<file path="config.mk">
export PLATFORM = sky130hd
export DESIGN_NAME = spi_master_cfg
export DESIGN_NICKNAME = d
export VERILOG_FILES = /design/src/rtl/spi_master_cfg.sv
export SDC_FILE = /design/constraint.sdc
export NUM_CORES = 1
export LEC_CHECK = 0
export CORE_UTILIZATION = 49
export CTS_CLUSTER_DIAMETER = 120
export CTS_CLUSTER_SIZE = 12
export DETAILED_ROUTE_END_ITERATION = 16
export PLACE_DENSITY = 0.78
export REMOVE_ABC_BUFFERS = 1
export SLEW_MARGIN = 20
export SYNTH_ARGS = -nofsm -noshare
export SYNTH_HDL_FRONTEND = slang
export SYNTH_SLANG_ARGS = --single-unit
</file>
<file path="constraint.sdc">
create_clock -name clk -period 1.5 [get_ports clk]
set_input_delay 0.375 -clock clk [delete_from_list [all_inputs] [get_ports clk]]
set_output_delay 0.375 -clock clk [all_outputs]
set_load 0.03 [all_outputs]
</file>
<file path="src/rtl/spi_master_cfg.sv">
// Full-duplex SPI master: configurable word width, SCLK divider and CPOL/CPHA mode.
// Define SPI_LSB_FIRST_EN to shift both MOSI and MISO LSB first (default MSB first).
module spi_master_cfg #(
  parameter int DATA_W  = 16,
  parameter int CLK_DIV = 2,
  parameter bit CPOL    = 1'b0,
  parameter bit CPHA    = 1'b0
) (
  input  logic                         clk,
  input  logic                         reset,
  input  logic                         start,
  input  logic [DATA_W-1:0]            datain,
  input  logic                         miso,
  output logic                         spi_cs_L,
  output logic                         spi_sclk,
  output logic                         spi_data,
  output logic [DATA_W-1:0]            dataout,
  output logic                         busy,
  output logic                         done,
  output logic [$clog2(DATA_W+1)-1:0]  counter
);

  localparam int CNT_W = $clog2(DATA_W+1);
  localparam int DIV_W = (CLK_DIV > 1) ? $clog2(CLK_DIV) : 1;
  localparam int TOG_W = $clog2(2*DATA_W+1);
  localparam logic [DIV_W-1:0] DIV_RELOAD = DIV_W'(CLK_DIV-1);
  localparam logic [TOG_W-1:0] TOG_LAST   = TOG_W'(2*DATA_W-1);

  typedef enum logic [2:0] {IDLE, LEAD, SHIFT, HOLD, DONE} state_t;

  state_t              state_q, state_d;
  logic [DIV_W-1:0]    div_q, div_d;
  logic [TOG_W-1:0]    tog_q, tog_d;
  logic                sclk_q, sclk_d;
  logic                mosi_q, mosi_d;
  logic [DATA_W-1:0]   tx_q, tx_d;
  logic [DATA_W-1:0]   rx_q, rx_d;
  logic [DATA_W-1:0]   dout_q, dout_d;
  logic [CNT_W-1:0]    cnt_q, cnt_d;
  logic                tick;
  logic                leading;
  logic                do_sample;
  logic                do_shift;

  // Bit-order steering: first bit of a word, the word after removing it, and rx fill.
  logic                din_first;
  logic [DATA_W-1:0]   din_rest;
  logic                tx_first;
  logic [DATA_W-1:0]   tx_rest;
  logic [DATA_W-1:0]   rx_in;

`ifdef SPI_LSB_FIRST_EN
  assign din_first = datain[0];
  assign din_rest  = {1'b0, datain[DATA_W-1:1]};
  assign tx_first  = tx_q[0];
  assign tx_rest   = {1'b0, tx_q[DATA_W-1:1]};
  assign rx_in     = {miso, rx_q[DATA_W-1:1]};
`else
  assign din_first = datain[DATA_W-1];
  assign din_rest  = {datain[DATA_W-2:0], 1'b0};
  assign tx_first  = tx_q[DATA_W-1];
  assign tx_rest   = {tx_q[DATA_W-2:0], 1'b0};
  assign rx_in     = {rx_q[DATA_W-2:0], miso};
`endif

  assign tick    = (div_q == '0);
  assign leading = ~tog_q[0];

  always_ff @(posedge clk or negedge reset) begin
    if (!reset) begin
      state_q <= IDLE;
      div_q   <= '0;
      tog_q   <= '0;
      sclk_q  <= CPOL;
      mosi_q  <= 1'b0;
      tx_q    <= '0;
      rx_q    <= '0;
      dout_q  <= '0;
      cnt_q   <= '0;
    end else begin
      state_q <= state_d;
      div_q   <= div_d;
      tog_q   <= tog_d;
      sclk_q  <= sclk_d;
      mosi_q  <= mosi_d;
      tx_q    <= tx_d;
      rx_q    <= rx_d;
      dout_q  <= dout_d;
      cnt_q   <= cnt_d;
    end
  end

  always_comb begin
    state_d = state_q;
    case (state_q)
      IDLE:    if (start) state_d = LEAD;
      LEAD:    if (tick) state_d = SHIFT;
      SHIFT:   if (tick && (tog_q == TOG_LAST)) state_d = HOLD;
      HOLD:    if (tick) state_d = DONE;
      DONE:    state_d = IDLE;
      default: state_d = IDLE;
    endcase
  end

  always_comb begin
    div_d     = div_q;
    tog_d     = tog_q;
    sclk_d    = sclk_q;
    mosi_d    = mosi_q;
    tx_d      = tx_q;
    rx_d      = rx_q;
    dout_d    = dout_q;
    cnt_d     = cnt_q;
    do_sample = 1'b0;
    do_shift  = 1'b0;
    case (state_q)
      IDLE: begin
        if (start) begin
          div_d = DIV_RELOAD;
          tog_d = '0;
          cnt_d = '0;
          // CPHA=0 must present bit 0 before the first (sampling) leading edge.
          if (!CPHA) begin
            mosi_d = din_first;
            tx_d   = din_rest;
          end else begin
            tx_d   = datain;
          end
        end
      end
      LEAD, SHIFT: begin
        if (tick) begin
          div_d  = DIV_RELOAD;
          tog_d  = tog_q + 1'b1;
          sclk_d = ~sclk_q;
          if (!CPHA) begin
            do_sample = leading;
            do_shift  = !leading && (tog_q != TOG_LAST);
          end else begin
            do_shift  = leading;
            do_sample = !leading;
          end
        end else begin
          div_d = div_q - 1'b1;
        end
      end
      HOLD: begin
        if (tick) begin
          dout_d = rx_q;
          cnt_d  = '0;
        end else begin
          div_d  = div_q - 1'b1;
        end
      end
      default: ;
    endcase
    if (do_shift) begin
      mosi_d = tx_first;
      tx_d   = tx_rest;
    end
    if (do_sample) begin
      rx_d  = rx_in;
      cnt_d = cnt_q + 1'b1;
    end
  end

  always_comb begin
    busy     = (state_q == LEAD) || (state_q == SHIFT) || (state_q == HOLD);
    spi_cs_L = ~busy;
    done     = (state_q == DONE);
  end

  assign spi_sclk = sclk_q;
  assign spi_data = mosi_q;
  assign dataout  = dout_q;
  assign counter  = cnt_q;

endmodule

</file>
==> results of run 1 <==
sequential cells by signal (all words and copies together), names as in the netlist:
name,flops
dataout,16
rx_q,16
tx_q,15
tog_q,6
counter,5
state_q,3
div_q,1
spi_data,1
spi_sclk,1
report_power, final:
group          switching, mW  internal, mW
combinational           3.24          3.25
sequential             0.565          2.43
clock                  0.759         0.953
placed cells by master (no fill, tap or decap), types with 3 or more instances in the layout:
cell and count:
sky130_fd_sc_hd__buf_4 34, sky130_fd_sc_hd__xnor2_1 4, sky130_fd_sc_hd__nand2b_1 3, sky130_fd_sc_hd__nor4bb_1 8
sky130_fd_sc_hd__nand3_1 6, sky130_fd_sc_hd__nand2_1 20, sky130_fd_sc_hd__clkdlybuf4s15_1 10, sky130_fd_sc_hd__buf_12 9
sky130_fd_sc_hd__buf_8 4, sky130_fd_sc_hd__clkdlybuf4s15_2 3, sky130_fd_sc_hd__clkbuf_8 9, sky130_fd_sc_hd__a22o_1 3
sky130_fd_sc_hd__nor2_1 3, sky130_fd_sc_hd__mux2_4 33, sky130_fd_sc_hd__dfrtp_1 61, sky130_fd_sc_hd__nand2_4 4
sky130_fd_sc_hd__buf_6 11, sky130_fd_sc_hd__clkdlybuf4s50_1 18, sky130_fd_sc_hd__and4bb_2 6, sky130_fd_sc_hd__dfrtp_2 3
sky130_fd_sc_hd__nor2_4 3, sky130_fd_sc_hd__nand2_2 14, sky130_fd_sc_hd__o211ai_1 30, sky130_fd_sc_hd__clkbuf_2 6
area by class of cell:
class | count | area [um^2]
clock buffer | 9 | 124
clock inverter | 7 | 103
fill | 365 | 1610
inverter | 2 | 10.0
multi-input combinational | 174 | 1740
sequential | 64 | 1610
tap | 77 | 96.3
timing repair buffer | 99 | 1030
logic make-up (layout without fill, tap and decap cells):
family | after synthesis | after routing | share of synthesized area
and+or+nand+nor | 82 | 84 | 0.161
AOI/OAI and AO/OA | 47 | 47 | 0.128
DFF | 64 | 64 | 0.503
xor gates and xnor gates | 6 | 6 | 0.0283
adders and majority gates | 2 | 2 | 0.00785
buffers and inverters | 24 | 117 | 0.0491
muxes | 35 | 35 | 0.123
what timing repair did:
| action | in CTS | in global routing |
|---|---|---|
| endpoints found under the setup margin | 78 | 82 |
| pin swaps | 25 | 9 |
| cloned | 5 | 3 |
| hold endpoints to repair | 0 | 0 |
| setup buffers | 13 | 8 |
| gates resized for setup | 123 | 41 |
critical path, delay by kind of cell (launching register included):
| kind | cells | cell delay [ns] |
|---|---|---|
| mux | 1 | 0.29 |
| compound gates | 1 | 0.05 |
| buf+inv | 3 | 0.49 |
| flops | 1 | 0.46 |
| simple gates | 1 | 0.36 |
per-stage QoR:
| stage | hold slack (ns) | TNS [ns] | area, um^2 |
|---|---|---|---|
| 5_1_grt | 0.0314 | -12.35 | 4700 |
| 6_report | 0.0130 | -10.62 | 4700 |
| 4_1_cts | 0.0211 | -8.19 | 4590 |
| 3_3_place_gp | 0.400 | -9.95 | 3880 |
| 2_1_floorplan | 0.0794 | -24.15 | 3040 |
| 3_5_place_dp | 0.404 | -11.71 | 3880 |
path summary, 6_finish.rpt:
kind,to,slack (ns),from,cells past startpoint
max in group asynchronous,tx_q[9]$_DFFE_PN0P_,1.25,reset,2
max,counter[0]$_DFFE_PN0P_,-0.25,state_q[0]$_DFFE_PN0P_,6
min reg2reg,spi_sclk$_DFFE_PN0P_,0.48,spi_sclk$_DFFE_PN0P_,1
max reg2reg,counter[0]$_DFFE_PN0P_,-0.25,state_q[0]$_DFFE_PN0P_,6
min,dataout[3]$_DFFE_PN0P_,0.01,reset,2
min in group clk,spi_sclk$_DFFE_PN0P_,0.48,spi_sclk$_DFFE_PN0P_,1
metal layers:
metal | up-vias | part of all wire | GRT usage
li1 | 1139 | - | -
met4 | 0 | 0.037 | 0.147
met2 | 137 | 0.48 | 0.440
met1 | 1358 | 0.41 | 0.380
met3 | 39 | 0.072 | 0.0615
met5 | - | 0 | 0
cell usage after synthesis, types with 3 or more instances:
cell type / number / share of area
sky130_fd_sc_hd__a22o_1: 3 / 0.0082
sky130_fd_sc_hd__and4bb_2: 6 / 0.024
sky130_fd_sc_hd__buf_2: 3 / 0.0047
sky130_fd_sc_hd__buf_4: 3 / 0.0071
sky130_fd_sc_hd__buf_6: 4 / 0.014
sky130_fd_sc_hd__clkbuf_1: 9 / 0.011
sky130_fd_sc_hd__dfrtp_1: 64 / 0.50
sky130_fd_sc_hd__mux2_1: 5 / 0.018
sky130_fd_sc_hd__mux2_2: 28 / 0.099
sky130_fd_sc_hd__nand2_1: 38 / 0.045
sky130_fd_sc_hd__nand2b_1: 4 / 0.0079
sky130_fd_sc_hd__nand3_1: 6 / 0.0094
sky130_fd_sc_hd__nor2_1: 5 / 0.0059
sky130_fd_sc_hd__nor4bb_1: 9 / 0.028
sky130_fd_sc_hd__o211ai_1: 30 / 0.071
sky130_fd_sc_hd__xnor2_1: 4 / 0.011
==> tab_implementation.tex, run 1 <==
\begin{tabular}{lr}
\hline
Metric & Value \\
\hline
\multicolumn{2}{l}{\textbf{Run status}} \\
Run status & finished, violations left \\
Violated checks & setup timing \\
\multicolumn{2}{l}{\textbf{Setup path}} \\
Type of element launching the critical path & flop \\
Worst endpoint data arrival time & 1.98 ns \\
Critical path type & reg -> reg \\
Critical-path cell with the highest stage delay & sky130\_fd\_sc\_hd\_\_dfrtp\_2 \\
Chain of cells forming the critical path & buf\_12, buf\_4, nor4b\_4, buf\_4, a311oi\_4, mux2\_4 \\
Kind of capture point of the worst setup path & flop \\
Most frequent cell on the critical path & sky130\_fd\_sc\_hd\_\_buf\_4 \\
Crit Path Max Fanout & 5 \\
Critical path required time & 1.74 ns \\
Biggest cell delay along the critical path & 0.46 ns \\
\multicolumn{2}{l}{\textbf{Clock tree}} \\
Later-pin clock latency in the skew report & 0.35 ns \\
CTS tree & yes \\
Number of sinks handled by clock tree synthesis & 64 \\
Clock root cell & sky130\_fd\_sc\_hd\_\_clkbuf\_8 \\
Buffers from clock root to sink, at most & 2 \\
Level count of the clock H-tree & 3 \\
Clock transition at the registers of the reported paths & 0.08 ns \\
Post-cts hold buffer count & 0 \\
Inserted Clock Buffers & 9 \\
\multicolumn{2}{l}{\textbf{Yosys}} \\
Count of cell types in the netlist & 47 \\
Part of the Yosys area used for sequential elements & 0.503 \\
Synthesized area per cell & 12.3 um\^{}2 \\
Number of synthesized register bits & 64 \\
Yosys synthesis warning count & 0 \\
Primary FF master, synth & sky130\_fd\_sc\_hd\_\_dfrtp\_1 \\
Count of flip-flops with a built-in enable after synthesis & 0 \\
Cell Area, Synth & 3190 um\^{}2 \\
Async S/R FF share, synth & 1.00 \\
Post-synthesis instance total & 260 \\
\multicolumn{2}{l}{\textbf{Die}} \\
Floorplan die area & 6830 um\^{}2 \\
Ports & 46 \\
Die height & 82.6 um \\
Total core area & 6310 um\^{}2 \\
Die boundary width & 82.6 um \\
Cell Rows & 29 \\
Starting density of the core & 0.505 \\
\multicolumn{2}{l}{\textbf{Finish}} \\
Share of cells above drive strength 1 & 0.499 \\
Final Instance Count excl. Fillers & 432 \\
Nets@finish & 372 \\
Ant diodes & 0 \\
Post-layout utilization of the core & 0.745 \\
Post-synthesis to final-layout area growth & 47.6\% \\
\multicolumn{2}{l}{\textbf{Detailed routing}} \\
Drt via density & 6.19 \\
Residual DRC count & 0 \\
Aggregate routed wire length & 9.70 mm \\
Final antenna-violating net count & 0 \\
Detailed-route wire length per cell & 22.5 um \\
Iteration-0 DRC Markers & 258 \\
Count of vias placed by the detailed router & 2673 \\
Number of detailed-route iterations in the first pass & 4 \\
\multicolumn{2}{l}{\textbf{Place}} \\
Number of cells in the design after placement & 392 \\
DP Worst Slack & -0.425 ns \\
Post-detailed-placement half-perimeter wirelength & 4.53 mm \\
Final Wtd Congestion & 0.787 \\
IO buf count & 45 \\
\multicolumn{2}{l}{\textbf{Power and ir drop}} \\
Leakage & 2.07 nW \\
Tot Pwr & 11.2 mW \\
Power density cells & 2380 nW/um\^{}2 \\
Peak ir drop on the vdd network & 1.50 mV \\
\multicolumn{2}{l}{\textbf{Timing}} \\
Clock tree skew after final layout & 0.0130 ns \\
Headroom to the max-slew limit & 0.739 \\
Final setup violation count & 64 \\
Unrepaired setup endpoints after global routing & yes \\
Fmax & 573 MHz \\
Actual slew at the worst max-slew pin & 0.392 ns \\
Hold violation count in the final report & 0 \\
Final critical-path required period & 1.75 ns \\
Final Worst Setup Slack & -0.247 ns \\
Pins over their slew limit & 0 \\
Share of the clock period used by the worst path & 1.16 \\
\multicolumn{2}{l}{\textbf{Flow run}} \\
Max-capacitance violation count & 0 \\
\multicolumn{2}{l}{\textbf{Global route}} \\
Global-route wire length before repair & 14.0 mm \\
Pin count of the biggest net entering global routing & 48 \\
Number of global-route vias before repair & 2671 \\
Aggregate global routing overflow & 0 \\
Combined global-route utilization of all metal layers & 0.286 \\
Initial antenna violation count & 0 \\
\multicolumn{2}{l}{\textbf{Hold path}} \\
Worst Hold Class & in -> async \\
\hline
\end{tabular}
Note: power is estimated with default switching activity, not from simulation.
==> run 2: changes to the inputs <==
- CORE_UTILIZATION: 49 -> 60
- DONT_BUFFER_PORTS: unset -> 1
- clock period: 1.5 -> 1.9 ns (I/O delays scaled with it)
==> run 2 against run 1 <==
Net effect: the run ends with hold timing left; core utilization decreased by 5.3 points; sequential share of layout area up 11 points; global-route usage is 5.0 points lower; wire length fell by 38%; register-to-register slack improved by 0.44 ns; critical path depth is 3 lower; die area fell by 18%; sequential power is 10% lower; flip-flop and latch count is the same; clock skew decreased by 0.0022 ns; clock power decreased by 25%.
==> tab_implementation.tex, run 2 (synthesis gave the netlist of run 1 again) <==
\begin{tabular}{lr}
\hline
Metric & Value \\
\hline
\multicolumn{2}{l}{\textbf{Run status}} \\
Run status & finished, violations left (unchanged) \\
Violated checks & hold timing (was setup timing) \\
\multicolumn{2}{l}{\textbf{Setup path}} \\
Critical path type & reg -> out (was reg -> reg) \\
Worst endpoint data arrival time & 1.33 ns (was 1.98 ns) \\
Biggest cell delay along the critical path & 0.64 ns (was 0.46 ns) \\
Kind of capture point of the worst setup path & output port (was flop) \\
Chain of cells forming the critical path & nor2\_1, inv\_1, buf\_4 (was buf\_12, buf\_4, nor4b\_4, buf\_4, a311oi\_4, mux2\_4) \\
Critical-path cell with the highest stage delay & sky130\_fd\_sc\_hd\_\_dfrtp\_1 (was sky130\_fd\_sc\_hd\_\_dfrtp\_2) \\
Combined buffer and inverter count along the critical path & 2 (was 3) \\
Type of element launching the critical path & flop (unchanged) \\
Critical path required time & 1.42 ns (was 1.74 ns) \\
Crit Path Max Fanout & 10 (was 5) \\
Family with the most delay on the worst path & flip-flops (was buffers and inverters) \\
\multicolumn{2}{l}{\textbf{Timing}} \\
Hold violation count in the final report & 64 (was 0) \\
Clock tree skew after final layout & 0.0108 ns (was 0.0130 ns) \\
Fmax & 554 MHz \\
Headroom to the max-slew limit & 0.686 (was 0.739) \\
Share of the clock period used by the worst path & 0.951 \\
Unrepaired setup endpoints after global routing & no (was yes) \\
Actual slew at the worst max-slew pin & 0.471 ns (was 0.392 ns) \\
Pins over their slew limit & 0 (unchanged) \\
Final Worst Setup Slack & 0.0935 ns (was -0.247 ns) \\
Final setup violation count & 0 (was 64) \\
Final critical-path required period & 1.81 ns \\
Worst hold slack across all endpoints & -0.187 ns (was 0.0130 ns) \\
\multicolumn{2}{l}{\textbf{Finish}} \\
Ant diodes & 0 (unchanged) \\
Number of filler cells placed in the layout & 367 (was 365) \\
Share of cells above drive strength 1 & 0.316 (was 0.499) \\
Post-synthesis to final-layout area growth & 10.9\% (was 47.6\%) \\
Area of the multi-input gates & 1430 um\^{}2 (was 1740 um\^{}2) \\
Most used cells in the layout excluding fill and tap cells & 62 x sky130\_fd\_sc\_hd\_\_dfrtp\_1, 38 x sky130\_fd\_sc\_hd\_\_nand2\_1, 30 x sky130\_fd\_sc\_hd\_\_o211ai\_1, 28 x sky130\_fd\_sc\_hd\_\_mux2\_2, 19 x sky130\_fd\_sc\_hd\_\_buf\_4 (was 61 x sky130\_fd\_sc\_hd\_\_dfrtp\_1, 34 x sky130\_fd\_sc\_hd\_\_buf\_4, 33 x sky130\_fd\_sc\_hd\_\_mux2\_4, 30 x sky130\_fd\_sc\_hd\_\_o211ai\_1, 20 x sky130\_fd\_sc\_hd\_\_nand2\_1) \\
Nets@finish & 292 (was 372) \\
Leading cell type in the layout, fill and taps excluded & sky130\_fd\_sc\_hd\_\_dfrtp\_1 (unchanged) \\
Sequential standard cell area & 1600 um\^{}2 (was 1610 um\^{}2) \\
\multicolumn{2}{l}{\textbf{Clock tree}} \\
CTS tree & yes (unchanged) \\
Post-CTS Setup Inserts & 0 (was 13) \\
Inserted Clock Buffers & 9 (unchanged) \\
Level count of the clock H-tree & 3 (unchanged) \\
Buffers from clock root to sink, at most & 2 (unchanged) \\
Later-pin clock latency in the skew report & 0.35 ns (about the same) \\
Number of sinks handled by clock tree synthesis & 64 (unchanged) \\
Clock transition at the registers of the reported paths & 0.08 ns (about the same) \\
Clock root cell & sky130\_fd\_sc\_hd\_\_clkbuf\_8 (unchanged) \\
\multicolumn{2}{l}{\textbf{Place}} \\
Post-detailed-placement half-perimeter wirelength & 3.79 mm (was 4.53 mm) \\
Final Wtd Congestion & 0.733 (was 0.787) \\
DP Worst Slack & 0.193 ns (was -0.425 ns) \\
IO buf count & 0 (was 45) \\
\multicolumn{2}{l}{\textbf{Detailed routing}} \\
Final antenna-violating net count & 0 (unchanged) \\
Wire length on met1 & 2.82 mm (was 3.95 mm) \\
Residual DRC count & 0 (unchanged) \\
Drt via density & 5.98 (was 6.19) \\
Iteration-0 DRC Markers & 211 (was 258) \\
Met2 WL & 2.75 mm (was 4.69 mm) \\
Detailed-route wire length per cell & 17.4 um (was 22.5 um) \\
Count of vias placed by the detailed router & 2062 (was 2673) \\
Aggregate routed wire length & 5.99 mm (was 9.70 mm) \\
Top sig layer & met4 (unchanged) \\
Number of detailed-route iterations in the first pass & 4 (unchanged) \\
Detailed route wirelength on metal3 & 305 um (was 695 um) \\
\multicolumn{2}{l}{\textbf{Die}} \\
Die boundary width & 74.9 um (was 82.6 um) \\
Ports & 46 (unchanged) \\
Die height & 74.9 um (was 82.6 um) \\
Starting density of the core & 0.624 (was 0.505) \\
Floorplan die area & 5600 um\^{}2 (was 6830 um\^{}2) \\
Cell Rows & 26 (was 29) \\
Total core area & 5110 um\^{}2 (was 6310 um\^{}2) \\
\multicolumn{2}{l}{\textbf{Global route}} \\
Pin count of the biggest net entering global routing & 65 (was 48) \\
Global-route wire length before repair & 9.62 mm (was 14.0 mm) \\
Aggregate global routing overflow & 0 (unchanged) \\
Combined global-route utilization of all metal layers & 0.236 (was 0.286) \\
Number of global-route vias before repair & 2022 (was 2671) \\
Initial antenna violation count & 0 (unchanged) \\
\multicolumn{2}{l}{\textbf{Flow run}} \\
Max-capacitance violation count & 0 (unchanged) \\
\multicolumn{2}{l}{\textbf{Power and ir drop}} \\
Peak ir drop on the vdd network & 1.05 mV (was 1.50 mV) \\
Leakage & 1.52 nW (was 2.07 nW) \\
Tot Pwr & 6.62 mW (was 11.2 mW) \\
Power density cells & 1870 nW/um\^{}2 (was 2380 nW/um\^{}2) \\
\multicolumn{2}{l}{\textbf{Hold path}} \\
Worst Hold Class & in -> async (unchanged) \\
\hline
\end{tabular}
run 2: final cells by class:
cell class / count / area share
clock buffers: 9 / 0.0351
inverters: 2 / 0.00213
flip-flops and latches: 64 / 0.454
clock inverters: 7 / 0.0269
well taps: 70 / 0.0248
multi-input cells: 172 / 0.405
repair buffers: 21 / 0.0517
run 2: final timing paths:
check / start / endpoint / slack (ns) / cells past startpoint
setup / recovery: state_q[2]$_DFFE_PN0P_ / spi_cs_L / 0.09 / 3
min in group clk: datain[9] / tx_q[10]$_DFFE_PN0P_ / 0.27 / 2
setup reg to reg: state_q[2]$_DFFE_PN0P_ / rx_q[2]$_DFFE_PN0P_ / 0.19 / 4
max in group asynchronous: reset / tx_q[1]$_DFFE_PN0P_ / 1.95 / 0
hold / removal: reset / tx_q[11]$_DFFE_PN0P_ / -0.19 / 0
hold reg to reg: rx_q[15]$_DFFE_PN0P_ / dataout[15]$_DFFE_PN0P_ / 0.51 / 1
run 2: per-stage QoR:
step	util	TNS, ns	hold WS (ns)	area, um^2	std cells
2_1_floorplan	-	-2.40	0.179	3040	238
3_3_place_gp	0.647	0	0.181	3310	329
3_5_place_dp	0.647	0	0.181	3310	329
4_1_cts	0.691	0	-0.201	3530	345
5_1_grt	0.692	0	-0.203	3530	345
6_report	0.692	0	-0.187	3530	345
run 2: per-layer routing:
metal	track usage	up-vias
met1	0.318	1033
met3	0.0710	14
li1	-	969
met4	0.124	0
met5	0	-
met2	0.345	46
run 2: report_power, final:
part           internal, mW  total [mW]  switching, mW
combinational          1.29        2.64           1.35
clock                 0.740        1.29          0.553
sequential             1.91        2.69          0.776
total                  3.94        6.62           2.68
run 2: worst register-to-register path: stages (launching register included):
cell and delay [ns]:
sky130_fd_sc_hd__dfrtp_1 0.55, sky130_fd_sc_hd__or2_1 0.35, sky130_fd_sc_hd__nor3_4 0.13, sky130_fd_sc_hd__buf_4 0.21, sky130_fd_sc_hd__mux2_2 0.36
run 2: repair_timing:
item	CTS	global route
pin swaps	0	0
setup endpoints to repair	3	1
hold endpoints to repair	64	64
gates resized for setup	3	1
==> run 3: changes to the inputs <==
- CORE_UTILIZATION: 60 -> 40
- GPL_TIMING_DRIVEN: unset -> 0
- PLACE_DENSITY: 0.78 -> 0.56
==> run 3 against run 2 <==
Net effect: the run still ends with hold timing left; count of clock-buffer cells in the layout unchanged; global-route usage is 6.3 points lower; first-iteration DRC count fell by 44%; register-to-register slack lost 0.10 ns; final cell count rose by 7.8%; wire length rose by 10%; non-clock buffer count down 6; clock skew increased by 0.00074 ns; design area rose by 1.8%; sequential power rose by 2%; flip-flop and latch count unchanged; via count fell by 0.68%; critical path type unchanged; critical endpoint unchanged.
==> tab_implementation.tex, run 3 (synthesis gave the netlist of run 1 again) <==
\begin{tabular}{lr}
\hline
Metric & Value \\
\hline
\multicolumn{2}{l}{\textbf{Finish}} \\
Leading cell type in the layout, fill and taps excluded & sky130\_fd\_sc\_hd\_\_dfrtp\_1 (unchanged) \\
Post-synthesis to final-layout area growth & 12.9\% (was 10.9\%) \\
Nets@finish & 287 (was 292) \\
Share of cells above drive strength 1 & 0.337 (was 0.316) \\
Most used cells in the layout excluding fill and tap cells & 59 x sky130\_fd\_sc\_hd\_\_dfrtp\_1, 38 x sky130\_fd\_sc\_hd\_\_nand2\_1, 30 x sky130\_fd\_sc\_hd\_\_o211ai\_1, 28 x sky130\_fd\_sc\_hd\_\_mux2\_2, 12 x sky130\_fd\_sc\_hd\_\_buf\_4 (was 62 x sky130\_fd\_sc\_hd\_\_dfrtp\_1, 38 x sky130\_fd\_sc\_hd\_\_nand2\_1, 30 x sky130\_fd\_sc\_hd\_\_o211ai\_1, 28 x sky130\_fd\_sc\_hd\_\_mux2\_2, 19 x sky130\_fd\_sc\_hd\_\_buf\_4) \\
Ant diodes & 0 (unchanged) \\
Final Instance Count excl. Fillers & 372 (was 345) \\
\multicolumn{2}{l}{\textbf{Setup path}} \\
Type of element launching the critical path & flop (unchanged) \\
Family with the most delay on the worst path & flip-flops (unchanged) \\
Chain of cells forming the critical path & nor2\_4, inv\_2 (was nor2\_1, inv\_1, buf\_4) \\
Critical-path cell with the highest stage delay & sky130\_fd\_sc\_hd\_\_dfrtp\_4 (was sky130\_fd\_sc\_hd\_\_dfrtp\_1) \\
Biggest cell delay along the critical path & 0.58 ns (was 0.64 ns) \\
Combined buffer and inverter count along the critical path & 1 (was 2) \\
Crit Path Max Fanout & 13 (was 10) \\
Critical path required time & 1.42 ns (about the same) \\
Worst endpoint data arrival time & 1.34 ns (was 1.33 ns) \\
Kind of capture point of the worst setup path & output port (unchanged) \\
Critical path type & reg -> out (unchanged) \\
\multicolumn{2}{l}{\textbf{Power and ir drop}} \\
Peak ir drop on the vdd network & 1.04 mV (was 1.05 mV) \\
Leakage & 1.50 nW (was 1.52 nW) \\
Power density cells & 1890 nW/um\^{}2 (was 1870 nW/um\^{}2) \\
\multicolumn{2}{l}{\textbf{Clock tree}} \\
Inserted Clock Buffers & 9 (unchanged) \\
Clock root cell & sky130\_fd\_sc\_hd\_\_clkbuf\_8 (unchanged) \\
Clock transition at the registers of the reported paths & 0.08 ns (about the same) \\
Number of sinks handled by clock tree synthesis & 64 (unchanged) \\
Buffers from clock root to sink, at most & 2 (unchanged) \\
CTS tree & yes (unchanged) \\
Later-pin clock latency in the skew report & 0.35 ns (about the same) \\
Level count of the clock H-tree & 3 (unchanged) \\
\multicolumn{2}{l}{\textbf{Die}} \\
Total core area & 7730 um\^{}2 (was 5110 um\^{}2) \\
Cell Rows & 32 (was 26) \\
Die height & 91.2 um (was 74.9 um) \\
Ports & 46 (unchanged) \\
Floorplan die area & 8320 um\^{}2 (was 5600 um\^{}2) \\
Die boundary width & 91.2 um (was 74.9 um) \\
Starting density of the core & 0.412 (was 0.624) \\
\multicolumn{2}{l}{\textbf{Detailed routing}} \\
Drt via density & 5.51 (was 5.98) \\
Count of vias placed by the detailed router & 2048 (was 2062) \\
Iteration-0 DRC Markers & 118 (was 211) \\
Final antenna-violating net count & 0 (unchanged) \\
Number of detailed-route iterations in the first pass & 4 (unchanged) \\
Aggregate routed wire length & 6.60 mm (was 5.99 mm) \\
Residual DRC count & 0 (unchanged) \\
Detailed-route wire length per cell & 17.7 um (was 17.4 um) \\
\multicolumn{2}{l}{\textbf{Global route}} \\
Aggregate global routing overflow & 0 (unchanged) \\
Global-route wire length before repair & 11.0 mm (was 9.62 mm) \\
Combined global-route utilization of all metal layers & 0.173 (was 0.236) \\
Initial antenna violation count & 0 (unchanged) \\
Pin count of the biggest net entering global routing & 65 (unchanged) \\
Number of global-route vias before repair & 2166 (was 2022) \\
\multicolumn{2}{l}{\textbf{Timing}} \\
Unrepaired setup endpoints after global routing & no (unchanged) \\
Final critical-path required period & 1.81 ns (about the same) \\
Final setup violation count & 0 (unchanged) \\
Aggregate negative setup slack & 0 ns (unchanged) \\
Fmax & 551 MHz (was 554 MHz) \\
Hold violation count in the final report & 64 (unchanged) \\
Share of the clock period used by the worst path & 0.955 (was 0.951) \\
Clock tree skew after final layout & 0.0116 ns (was 0.0108 ns) \\
Headroom to the max-slew limit & 0.628 (was 0.686) \\
Pins over their slew limit & 0 (unchanged) \\
Actual slew at the worst max-slew pin & 0.557 ns (was 0.471 ns) \\
Worst hold slack across all endpoints & -0.188 ns (was -0.187 ns) \\
\multicolumn{2}{l}{\textbf{Place}} \\
Post-detailed-placement half-perimeter wirelength & 3.60 mm (was 3.79 mm) \\
IO buf count & 0 (unchanged) \\
Final Wtd Congestion & 0.715 (was 0.733) \\
Number of cells in the design after placement & 340 (was 329) \\
\multicolumn{2}{l}{\textbf{Run status}} \\
Violated checks & hold timing (unchanged) \\
Run status & finished, violations left (unchanged) \\
\multicolumn{2}{l}{\textbf{Flow run}} \\
Max-capacitance violation count & 0 (unchanged) \\
\multicolumn{2}{l}{\textbf{Hold path}} \\
Worst Hold Class & in -> async (unchanged) \\
\hline
\end{tabular}
## run 3: cell types whose count changed in the layout (fill, tap and decap cells not counted), moves of 2 or more
cell	previous run	this run
sky130_fd_sc_hd__dfrtp_1	62	59
sky130_fd_sc_hd__inv_6	1	3
sky130_fd_sc_hd__dfrtp_4	0	2
sky130_fd_sc_hd__clkinv_2	2	0
sky130_fd_sc_hd__buf_4	19	12
## run 3: where the power goes
| group | switching (mW) | total, mW | internal (mW) |
|---|---|---|---|
| registers | 0.816 | 2.74 | 1.92 |
| clock network | 0.585 | 1.34 | 0.754 |
| logic | 1.41 | 2.71 | 1.30 |
## run 3: per-layer routing
layer  wire [um]  up-vias  part of all wire  global-route usage
met5           0        -                 0                   0
met4         132        0             0.020              0.0860
met3         279       10             0.042              0.0486
met2        3090       35              0.47               0.270
met1        3100     1038              0.47               0.220
li1            -      965                 -                   -
## run 3: final timing paths
kind,from,end,slack [ns],cells after the start
min in group clk,datain[10],tx_q[11]$_DFFE_PN0P_,0.27,2
hold / removal,reset,tx_q[11]$_DFFE_PN0P_,-0.19,0
setup / recovery,state_q[2]$_DFFE_PN0P_,spi_cs_L,0.09,2
max in group asynchronous,reset,tog_q[0]$_DFFE_PN0P_,1.95,0
hold reg to reg,rx_q[15]$_DFFE_PN0P_,dataout[15]$_DFFE_PN0P_,0.51,1
setup reg to reg,state_q[0]$_DFFE_PN0P_,tx_q[3]$_DFFE_PN0P_,0.09,5
## run 3: area by class of cell
class	instances	area (um^2)
tap	102	128
clock buffer	9	124
timing repair buffer	15	150
fill	668	4130
multi-input combinational	173	1470
clock inverter	7	103
inverter	2	7.51
sequential	64	1610
## run 3: stage by stage
step / hold WS (ns) / setup WS, ns / instance area (um^2) / power (mW) / utilization
5_1_grt: -0.210 / 0.0176 / 3600 / 7.19 / 0.465
6_report: -0.188 / 0.0852 / 3600 / 6.79 / 0.465
3_5_place_dp: 0.181 / -0.700 / 3160 / 4.95 / 0.409
2_1_floorplan: 0.179 / -0.145 / 3040 / 4.42 / -
3_3_place_gp: 0.182 / -0.691 / 3160 / 4.91 / 0.409
4_1_cts: -0.202 / 0.0338 / 3580 / 6.80 / 0.464
## run 3: worst reg2reg max path: cells and delay by family (launching register included)
| kind | cells | cell delay (ns) |
|---|---|---|
| buf+inv | 2 | 0.31 |
| flops | 1 | 0.44 |
| compound gates | 2 | 0.44 |
| xor+xnor | 1 | 0.49 |
## run 3: what timing repair did
item	4_1_cts	5_1_grt
gates resized for setup	18	1
pin swaps	4	1
cloned	1	0
endpoints found under the hold margin	64	64
buffers inserted	14	1
endpoints found under the setup margin	61	6
